**src/rtl/ifc_or_sink.sv**
```systemverilog
// Consumer stage for the OR-gate block: pulls results from the producer's y method,
// buffers them in a DEPTH-entry FIFO drained through deq, and keeps saturating result statistics.
module ifc_or_sink #(
    parameter int unsigned DEPTH = 4,
    parameter int unsigned CNT_W = 8
) (
    input  logic             CLK,
    input  logic             RST_N,
    input  logic             y_data,
    input  logic             y_rdy,
    output logic             y_en,
    output logic             deq_data,
    output logic             deq_rdy,
    input  logic             deq_en,
    output logic             full,
    output logic             empty,
    output logic [CNT_W-1:0] total_count,
    output logic [CNT_W-1:0] ones_count
);

    localparam int unsigned PTR_W = $clog2(DEPTH);
    localparam int unsigned OCC_W = PTR_W + 1;

    logic [DEPTH-1:0] mem;
    logic [PTR_W-1:0] wr_ptr;
    logic [PTR_W-1:0] rd_ptr;
    logic [OCC_W-1:0] occ;
    logic             enq;
    logic             deq;

    // RST_N is active-high despite its name; it also gates the take strobe.
    assign enq      = y_rdy & ~full & ~RST_N;
    assign deq      = deq_en & deq_rdy;
    assign y_en     = enq;
    assign empty    = (occ == OCC_W'(0));
    assign full     = (occ == OCC_W'(DEPTH));
    assign deq_rdy  = ~empty;
    assign deq_data = mem[rd_ptr];

    // Storage and pointers; pointers wrap naturally since DEPTH is a power of two.
    always_ff @(posedge CLK or posedge RST_N) begin
        if (RST_N) begin
            mem    <= '0;
            wr_ptr <= '0;
            rd_ptr <= '0;
            occ    <= '0;
        end else begin
            if (enq) begin
                mem[wr_ptr] <= y_data;
                wr_ptr      <= wr_ptr + PTR_W'(1);
            end
            if (deq) begin
                rd_ptr <= rd_ptr + PTR_W'(1);
            end
            case ({enq, deq})
                2'b10:   occ <= occ + OCC_W'(1);
                2'b01:   occ <= occ - OCC_W'(1);
                default: occ <= occ;
            endcase
        end
    end

    // Statistics counters saturate at all-ones and ignore dequeues.
    always_ff @(posedge CLK or posedge RST_N) begin
        if (RST_N) begin
            total_count <= '0;
            ones_count  <= '0;
        end else if (enq) begin
            if (total_count != '1) begin
                total_count <= total_count + CNT_W'(1);
            end
            if (y_data && (ones_count != '1)) begin
                ones_count <= ones_count + CNT_W'(1);
            end
        end
    end

endmodule

```
**config.mk**
```make
export PLATFORM = sky130hd
export DESIGN_NAME = ifc_or_sink
export DESIGN_NICKNAME = d
export VERILOG_FILES = /design/src/rtl/ifc_or_sink.sv
export SDC_FILE = /design/constraint.sdc
export NUM_CORES = 1
export LEC_CHECK = 0
export CAP_MARGIN = 20
export CORE_AREA = 10 10 75 77
export CTS_CLUSTER_SIZE = 8
export DETAILED_ROUTE_END_ITERATION = 16
export DIE_AREA = 0 0 85 87
export MAX_ROUTING_LAYER = met4
export PLACE_DENSITY = 0.56
export SYNTH_ARGS = -nofsm -noshare
export SYNTH_HDL_FRONTEND = slang
export SYNTH_SLANG_ARGS = --single-unit
export TNS_END_PERCENT = 50
```
**constraint.sdc**
```tcl
create_clock -name CLK -period 2.96 [get_ports CLK]
set_input_delay 0.296 -clock CLK [delete_from_list [all_inputs] [get_ports CLK]]
set_output_delay 0.296 -clock CLK [all_outputs]
set_load 0.01 [all_outputs]
```
==> flow_summary_export.csv <==
group,metric,value,unit
global_routing,grt_pass1_vias,979,
critical_path,cp.required,2.66,ns
timing,worst_pin_slew,0.3580,ns
drt,ant_nets,0,
job,maxCapViolCount,0,
die,design.die.area,7395,um2
synthesis,yosys-top-cells-area,"dfrtp_1 (49%), ha_1 (6.3%), mux2_2 (5.7%)",
drt,drt-initial-drc-count,28,
global_routing,antenna_found_initial,0,
power_and_ir_drop,p_leak,0.7831,nW
synthesis,synthTopCellsByCount,"dfrtp_1 (27), inv_1 (10), nand2_1 (9)",
clock_tree,post_cts_buffers,0,
timing,setup_viol,0,
placement,dpl.hpwl,2156,um
timing,fin_skew,0.009266,ns
synthesis,syn_area,1390,um2
critical_path,end_kind,"output pin",
synthesis,synth_edf_count,0,
final_layout,diodes,0,
final_layout,syn_to_final_growth,26.73,%
critical_path,critPathKind,"register to output pin",
global_routing,grt_usage,7.703,%
power_and_ir_drop,totalPowerFinal,1.599,mW
synthesis,synthArstFlopShare,100.0,%
placement,place_congestion,0.7753,
die,row_count,24,
drt,drc,0,
critical_path,reg2reg_slack,0.88,ns
die,die_x,85,um
timing,finalCritPeriodShare,72.52,%
clock_tree,cts.reportedPaths.clkPinSlew,0.10,ns
clock_tree,cts_root_buffer,"clkbuf_8",
synthesis,syn_nets,133,
die,core_area,4234,um2
critical_path,rr_worst_depth,8,
synthesis,synth_top_area_cell,"dfrtp_1",
clock_tree,cts_resized,0,
critical_path,start_kind,"register",
synthesis,ys_warn_count,0,
timing,period_minus_slack,2.147,ns
synthesis,yosysUniqueCellTypes,31,
run_status,status,"completed",
timing,final_hold_viol_count,0,
timing,grt_setup_unrepaired,"false",
clock_tree,clk_path_buf_depth,2,
final_layout,layout.nets,164,
synthesis,ys_ff_latch,27,
clock_tree,cts_buffers,3,
critical_path,path_max_fanout,10,
timing,drv_slew,0,
die,ios,26,
power_and_ir_drop,vdd_ir_drop_max,0.3475,mV
timing,max_clock_freq,465.8,MHz
synthesis,ys_seq_area_share,48.60,%
final_layout,post-route-util,41.61,%
critical_path,crit_chain,"or3b_4 -> nand2_4 -> inv_2 -> clkdlybuf4s50_1",
placement,placed_cell_area,1713,um2
timing,hold_ws,0.4209,ns
critical_path,timing.rr.start,"occ[0]$_DFFE_PP0P_",
synthesis,synth_area_per_cell,11.58,um2
global_routing,grt_pass1_wl,4602,um
critical_path,cpPeakStageDelay,0.49,ns
drt,vias,956,
drt,dr.pass1.iters,4,
min_path,min_path_type,"input port to async pin",
final_layout,final_area,1762,um2
synthesis,synth_top_area_share,48.60,%
die,start_util,32.83,%
global_routing,grt_max_degree,28,
global_routing,grt.overflow.total,0,
final_layout,drive_above_1_share,12.67,%
clock_tree,cts_tree,"yes",
clock_tree,cts_hold_buf,0,
drt,vias_per_cell,4.733,
critical_path,cp_slowest_cell,"clkdlybuf4s50_1",
clock_tree,clk_latency,0.27,ns
clock_tree,h-tree-depth,1,
synthesis,ys.flop_type,"dfrtp_1",
critical_path,rr_endpoint,"occ[2]$_DFFE_PP0P_",
clock_tree,cts.sinks,27,
drt,wire_per_inst,13.73,um
synthesis,syn_inst,120,
die,die_h,87,um
placement,io_buffers,25,
drt,drt-total-wl,2773,um
power_and_ir_drop,power_density,907.6,nW/um2
timing,tns,0,ns
critical_path,arrival,1.85,ns
timing,slew-limit-headroom,76.03,%
synthesis,synth_most_common_cell,"dfrtp_1",
==> cell type report <==
| cell class | instances | area [um2] |
|---|---|---|
| clock inverters | 1 | 7.507 |
| flip-flops and latches | 27 | 675.6 |
| inverters | 12 | 45.04 |
| multi-input cells | 81 | 669.4 |
| clock buffers | 3 | 41.29 |
| repair buffers | 26 | 257.7 |
| well taps | 52 | 65.06 |
| fillers | 410 | 2472 |
==> registers in the layout, indices dropped and copies added (netlist names) <==
| signal | cells |
|---|---|
| occ | 3 |
| wr_ptr | 2 |
| mem | 4 |
| ones_count | 8 |
| total_count | 8 |
| rd_ptr | 2 |
==> stage by stage <==
stage	instances	worst slack [ns]
2_1_floorplan	120	1.005
4_1_cts	202	0.7936
5_1_grt	202	0.7369
6_report	202	0.8133
3_3_place_gp	198	0.7822
3_5_place_dp	198	0.7356
==> worst max-delay path by stage <==
stage                                    end          startpoint  cells after the start
after floorplan           occ[2]$_DFFE_PP0P_  occ[0]$_DFFE_PP0P_                      8
after global placement    occ[2]$_DFFE_PP0P_               RST_N                      9
after detailed placement  occ[2]$_DFFE_PP0P_               RST_N                      9
after CTS                               y_en  occ[0]$_DFFE_PP0P_                      4
after global routing                    y_en  occ[0]$_DFFE_PP0P_                      4
final                                   y_en  occ[0]$_DFFE_PP0P_                      4
==> layer usage <==
metal  up-vias  GRT usage, %  wire, um
li1        471             -         -
met1       470         9.274      1288
met2        13         12.60      1400
met3         2         1.124        70
met4         0         3.144        14
met5         -             -         0
==> power by group <==
| group | switching, mW | internal [mW] | leakage, nW |
|---|---|---|---|
| sequential | 0.162 | 0.521 | 0.329 |
| clock | 0.117 | 0.0955 | 0.0217 |
| combinational | 0.303 | 0.399 | 0.432 |
| total | 0.583 | 1.02 | 0.783 |
==> layout by cell type (no fill, tap or decap), drive strengths merged <==
cell	count
a31oi	1
or3	1
clkbuf	3
clkinvlp	1
nor2	3
o211a	1
nand4	4
nand3	5
and2b	1
nand2	10
a211oi	1
fa	1
buf	1
xnor2	8
a21oi	2
mux2i	3
mux4	1
or3b	1
clkdlybuf4s50	25
and2	3
dfrtp	27
nor3	3
nand3b	1
o211ai	1
ha	7
and3	2
mux2	8
inv	12
and4	3
nor4b	1
xor2	7
o21ai	2
==> worst max-delay path, delay by kind of cell, from the launching register on <==
family	cells	cell delay, ns
flip-flops	1	0.43
buffers and inverters	2	0.59
AND/OR/NAND/NOR	2	0.56
==> cells by family after synthesis <==
logic type      share of synthesized area, %
simple gates                           15.84
flops                                  48.61
xor+xnor                               9.451
buf+inv                                3.241
mux                                    10.53
compound gates                         4.591
fa+ha+maj                              7.741
No activity file was read; power rests on OpenSTA's default activity.
